**src/rtl/reg_scoreboard_if.sv**
```systemverilog
// Issue/commit/hazard signal bundle between the ID/WB pipeline stages and
// the register-pending scoreboard.
interface reg_scoreboard_if;
   logic [3:0]  src1;
   logic [3:0]  src2;
   logic        two_src;
   logic        issue_valid;
   logic        issue_wb_en;
   logic [3:0]  issue_dest;
   logic        wb_en;
   logic [3:0]  wb_dest;
   logic        hazard_detected;
   logic        issue_fire;
   logic [15:0] busy;
   logic        wb_underflow;

   modport master (
      output src1, src2, two_src, issue_valid, issue_wb_en, issue_dest, wb_en, wb_dest,
      input  hazard_detected, issue_fire, busy, wb_underflow
   );

   modport slave (
      input  src1, src2, two_src, issue_valid, issue_wb_en, issue_dest, wb_en, wb_dest,
      output hazard_detected, issue_fire, busy, wb_underflow
   );
endinterface

```
**src/rtl/reg_scoreboard.sv**
```systemverilog
// Register-pending scoreboard: counts outstanding writes per register, stalls ID
// on RAW hazards and on saturated counters, and flags commits with nothing pending.
module reg_scoreboard #(
   parameter int unsigned MAX_PEND = 3
) (
   input  logic             clk,
   input  logic             rst,
   reg_scoreboard_if.slave  bus
);
   localparam int unsigned         CntW   = $clog2(MAX_PEND + 1);
   localparam logic [CntW-1:0]     CntMax = CntW'(MAX_PEND);
   localparam logic [CntW-1:0]     CntOne = CntW'(1);

   logic [CntW-1:0] r_cnt   [16];
   logic [CntW-1:0] w_cnt_d [16];
   logic            r_underflow;
   logic            w_underflow_d;
   logic            w_hazard;
   logic            w_fire;
   logic [15:0]     w_inc;
   logic [15:0]     w_dec;
   logic [15:0]     w_busy;

   // Registered counts only: a same-cycle commit does not release the stall.
   always_comb begin
      w_hazard = (r_cnt[bus.src1] != '0)
               | (bus.two_src & (r_cnt[bus.src2] != '0))
               | (bus.issue_valid & bus.issue_wb_en & (r_cnt[bus.issue_dest] == CntMax));
      w_fire   = bus.issue_valid & ~w_hazard;
   end

   always_comb begin
      w_underflow_d = r_underflow | (bus.wb_en & (r_cnt[bus.wb_dest] == '0));
      w_inc         = '0;
      w_dec         = '0;
      w_busy        = '0;
      for (int i = 0; i < 16; i++) begin
         w_inc[i]   = w_fire & bus.issue_wb_en & (bus.issue_dest == 4'(i));
         w_dec[i]   = bus.wb_en & (bus.wb_dest == 4'(i)) & (r_cnt[i] != '0);
         w_cnt_d[i] = r_cnt[i];
         if (w_inc[i] && !w_dec[i]) begin
            w_cnt_d[i] = r_cnt[i] + CntOne;
         end else if (w_dec[i] && !w_inc[i]) begin
            w_cnt_d[i] = r_cnt[i] - CntOne;
         end
         w_busy[i]  = |r_cnt[i];
      end
   end

   always_ff @(posedge clk or negedge rst) begin
      if (!rst) begin
         for (int i = 0; i < 16; i++) begin
            r_cnt[i] <= '0;
         end
         r_underflow <= 1'b0;
      end else begin
         r_cnt       <= w_cnt_d;
         r_underflow <= w_underflow_d;
      end
   end

   assign bus.hazard_detected = w_hazard;
   assign bus.issue_fire      = w_fire;
   assign bus.busy            = w_busy;
   assign bus.wb_underflow    = r_underflow;
endmodule

```
**src/flat_wrapper.sv**
```systemverilog
// flat-port wrapper written by rule: the top's interface ports become plain ports
module reg_scoreboard_flat 
#(
   parameter int unsigned MAX_PEND = 3
)
  (clk, rst, bus_src1, bus_src2, bus_two_src, bus_issue_valid, bus_issue_wb_en, bus_issue_dest, bus_wb_en, bus_wb_dest, bus_hazard_detected, bus_issue_fire, bus_busy, bus_wb_underflow);
  reg_scoreboard_if bus_i ();
  input  logic clk;
  input  logic rst;
  input wire logic [$bits(bus_i.src1)-1:0] bus_src1;
  input wire logic [$bits(bus_i.src2)-1:0] bus_src2;
  input wire logic [$bits(bus_i.two_src)-1:0] bus_two_src;
  input wire logic [$bits(bus_i.issue_valid)-1:0] bus_issue_valid;
  input wire logic [$bits(bus_i.issue_wb_en)-1:0] bus_issue_wb_en;
  input wire logic [$bits(bus_i.issue_dest)-1:0] bus_issue_dest;
  input wire logic [$bits(bus_i.wb_en)-1:0] bus_wb_en;
  input wire logic [$bits(bus_i.wb_dest)-1:0] bus_wb_dest;
  output wire logic [$bits(bus_i.hazard_detected)-1:0] bus_hazard_detected;
  output wire logic [$bits(bus_i.issue_fire)-1:0] bus_issue_fire;
  output wire logic [$bits(bus_i.busy)-1:0] bus_busy;
  output wire logic [$bits(bus_i.wb_underflow)-1:0] bus_wb_underflow;
  assign bus_i.src1 = bus_src1;
  assign bus_i.src2 = bus_src2;
  assign bus_i.two_src = bus_two_src;
  assign bus_i.issue_valid = bus_issue_valid;
  assign bus_i.issue_wb_en = bus_issue_wb_en;
  assign bus_i.issue_dest = bus_issue_dest;
  assign bus_i.wb_en = bus_wb_en;
  assign bus_i.wb_dest = bus_wb_dest;
  assign bus_hazard_detected = bus_i.hazard_detected;
  assign bus_issue_fire = bus_i.issue_fire;
  assign bus_busy = bus_i.busy;
  assign bus_wb_underflow = bus_i.wb_underflow;
  reg_scoreboard #(.MAX_PEND(MAX_PEND)) u_core (.clk(clk), .rst(rst), .bus(bus_i));
endmodule
```
**config.mk**
```make
export PLATFORM = sky130hd
export DESIGN_NAME = reg_scoreboard_flat
export DESIGN_NICKNAME = d
export VERILOG_FILES = /design/src/rtl/reg_scoreboard_if.sv /design/src/rtl/reg_scoreboard.sv /design/src/flat_wrapper.sv
export SDC_FILE = /design/constraint.sdc
export NUM_CORES = 1
export LEC_CHECK = 0
export ABC_AREA = 1
export CORE_MARGIN = 2
export CORE_UTILIZATION = 40
export CTS_BUF_LIST = sky130_fd_sc_hd__clkbuf_4
export DETAILED_ROUTE_END_ITERATION = 8
export GPL_ROUTABILITY_DRIVEN = 0
export PLACE_DENSITY_LB_ADDON = 0.2
export SLEW_MARGIN = 20
export SYNTH_ARGS = -nofsm -noshare
export SYNTH_HDL_FRONTEND = slang
export SYNTH_SLANG_ARGS = --single-unit
```
**constraint.sdc**
```tcl
create_clock -name clk -period 2.75 [get_ports clk]
set_input_delay 0.55 -clock clk [delete_from_list [all_inputs] [get_ports clk]]
set_output_delay 0.55 -clock clk [all_outputs]
set_load 0.02 [all_outputs]
```
==> results.md <==
* Area of the mapped netlist at 0.00284 mm²
* RR Startpoint: u_core.r_cnt[30]
* Vias at 2849
* Sequential power share at 0.336
* Buffers on Ports at 40
* Worst min path class: reg2reg
* Fmax at 382 MHz
* Vias in the first global route at 2614
* Die width at 88.3 µm
* Largest family of logic cells by synthesized area: simple AND/OR/NAND/NOR gates
* P_sw at 0.00140 W
* Worst R2R Setup Slack at 0.25 ns
* Switching Share at 0.468
* 1st-iter DRT viols at 171
* Yosys Warn Count at 0
* Placed cells at 606
* Root Driver: clkbuf_4
* Metal1 wirelength at 3.60 mm
* Crit-path max FO at 15
* Max-Cap Viols at 0
* Post-Route WL at 7.94 mm
* Crit share post-route at 0.952
* Adder-cell share of the synthesized area at 0.0705
* WL met3 at 470 µm
* Total leakage power at 1.85 nW
* Setup Viol. Count Final at 0
* Die height at 88.3 µm
* Drt wl/cell at 12.9 µm
* Combinational share of power at 0.565
* RSZ-0062 raised after global routing: true
* Placed cell areas at 0.00357 mm²
* Post-CTS Setup Inserts at 0
* Vias per cell at 4.64
* Drt pass-1 iters at 5
* Rel. slew slack at 0.664
* CTS buffer count at 5
* CTS tree: built
* CP arrival at 2.84 ns
* Slew @ Worst Pin at 0.500 ns
* Final Hold Viols at 0
* Fin Clk Skew at 0.0117 ns
* Rows at 30
* Synth Area per Inst at 6.41 µm²
* Remaining DRCs at 0
* Synth Area in Simple Gates at 0.363
* Core ar. at 0.00683 mm²
* Post-synthesis mux area share at 0
* H-tree Lvls at 2
* Initial antenna violation count at 0
* Uppermost routed layer: met4
* Final non-filler cell area at 0.00367 mm²
* First-pass GRT wire length at 12.7 mm
* Met2 wire len at 3.82 mm
* Sequential-to-total area share from yosys stat at 0.291
* Worst-path clk slew at 0.11 ns
* Max Slew Vio Count at 0
* HP Start: u_core.r_cnt[29]
* Syn Nets at 481
* Full die area at 0.00779 mm²
* Peak supply drop at 467 µV
* Net count, final at 555
* Outcome: complete, no violations
* Critical path class: in2reg
* CP max stage delay at 0.50 ns
* Longest Clk Path Bufs at 2
* Mapped Cells at 443
* Hold endpoint: u_core.r_cnt[29]
* Post-synthesis register bit count at 33
* Clock power frac at 0.099
* Worst path slowest cell: clkdlybuf4s50_1
* Hold Crit Depth at 1
* Area grow syn2layout at 29.1%
* Clock sinks at 33
* Grt ovf at 0
* Compound-gate portion of the synthesized area at 0.0749
* Internal at 0.00159 W
* Skew-Pair Late Insertion Delay at 0.33 ns
* Power Dens Cells at 815 mW/mm²
* Post-route ant nets at 0
* Most Frequent Cell on Critical Path: nand2_1
* Largest net degree at the start of global routing at 34
* Minimum clock period at 2.62 ns
* Starting Density at 0.416
* Gr usage total at 0.211
* CP cell instances: clkdlybuf4s50_1, buf_4, nand2_1, o21ai_1, nand2_1, nand3_1, nand3_1, nand2_1, nand4_4, buf_12, nor3_1, ha_1, a21oi_1, o21ai_0, xor2_1
* Synth Area in XOR/XNOR at 0.0987
* Ant diodes at 0
* Reg-to-Reg End: u_core.r_cnt[11]
* Layout cells sized above 1 at 0.125
* Cell count of the worst reg-to-reg path at 14
* Worst EP required at 2.97 ns
* TNS Setup at 0 ns
* Startpoint types: input pin
* Num ports at 41
* Post-synth cell types at 22
* Dpl hpwl at 6.39 mm
* Worst setup EP type: flop
* Final Non-Filler Cells at 614
[cell families after synthesis]
family	after synthesis
and+or+nand+nor	253
buffers and inverters	68
AOI/OAI and AO/OA	41
DFF	33
xor gates and xnor gates	32
adders and majority gates	16
[sequential cells by signal, summed over array words and instances, names as in the netlist]
signal and cells:
u_core.r_cnt 32, u_core.bus.wb_underflow 1
[repair_timing]
action,CTS,global route
setup endpoints to repair,2,10
gates resized for setup,9,13
endpoints found under the hold margin,0,0
hold buffers,0,0
[area by class of cell]
type / instances / area [µm²]
multi-input cells: 342 / 1770
inverters: 61 / 234
fillers: 672 / 3160
flip-flops and latches: 33 / 826
well taps: 96 / 120
repair buffers: 74 / 662
clock buffers: 8 / 60.1
[synth_stat cells]
master,n,area (µm²)
nand2_1,172,646
inv_1,54,203
nor2_1,44,165
dfrtp_1,33,826
xnor2_1,30,263
o21ai_0,18,90.1
a21oi_1,17,85.1
ha_1,16,200
nor3_1,15,75.1
nand3_1,14,70.1
inv_2,7,26.3
buf_6,4,45.0
buf_2,3,15.0
o21ai_1,3,15.0
nand2_2,2,12.5
nor3_2,2,20.0
nor4_1,2,12.5
o211ai_1,2,15.0
xor2_1,2,17.5
nand3_2,1,10.0
nand4_4,1,21.3
o21bai_1,1,7.51
[worst max-delay path by stage]
stage,startpoint,end,cells after the start
6_report,bus_src1[0],u_core.r_cnt[11],15
4_1_cts,bus_src2[0],bus_issue_fire,12
5_1_grt,bus_src1[0],bus_issue_fire,11
3_5_place_dp,bus_issue_dest[0],bus_hazard_detected,13
2_1_floorplan,bus_issue_dest[0],bus_issue_fire,12
3_3_place_gp,bus_issue_dest[0],bus_hazard_detected,13
[per-stage QoR]
| stage | hold slack (ns) | setup slack, ns | utilization | power (W) |
|---|---|---|---|---|
| 2_1_floorplan | 0.254 | 0.320 | - | 0.00199 |
| 3_3_place_gp | 0.488 | -0.491 | 0.522 | 0.00267 |
| 3_5_place_dp | 0.492 | -0.497 | 0.522 | 0.00270 |
| 4_1_cts | 0.511 | -0.00482 | 0.532 | 0.00300 |
| 5_1_grt | 0.539 | -0.0254 | 0.537 | 0.00324 |
| 6_report | 0.505 | 0.132 | 0.537 | 0.00299 |
[per-layer routing]
metal  vias to the layer above  GRT usage
met5                         -          0
met4                         0     0.0358
met3                         8     0.0382
met2                        77      0.360
met1                      1245      0.283
li1                       1519          -
[critical path, delay by kind of cell]
kind / cells / cell delay (ns)
buf+inv: 3 / 0.84
simple gates: 7 / 0.70
compound gates: 3 / 0.32
fa+ha+maj: 1 / 0.28
xor+xnor: 1 / 0.15
[power groups by stage]
stage	registers, W	clock network [W]	logic [W]
finish	0.00100	0.000295	0.00169
global route	0.00103	0.000334	0.00187
CTS	0.000998	0.000305	0.00170
detailed placement	0.00101	0	0.00169
global placement	0.00100	0	0.00167
floorplan	0.000921	0	0.00107
[cell usage in the layout, fill, tap and decap left out, drive strengths merged]
| cell | count |
|---|---|
| xnor2 | 30 |
| dlygate4sd2 | 2 |
| buf | 35 |
| inv | 61 |
| nor3 | 17 |
| o21bai | 1 |
| o21ai | 21 |
| nand2 | 174 |
| nor4 | 2 |
| xor2 | 2 |
| clkbuf | 9 |
| clkdlybuf4s50 | 36 |
| nand4 | 1 |
| a21oi | 17 |
| nand3 | 15 |
| ha | 16 |
| nor2 | 44 |
| o211ai | 2 |
| dfrtp | 33 |
Note: power is estimated with default switching activity, not from simulation.
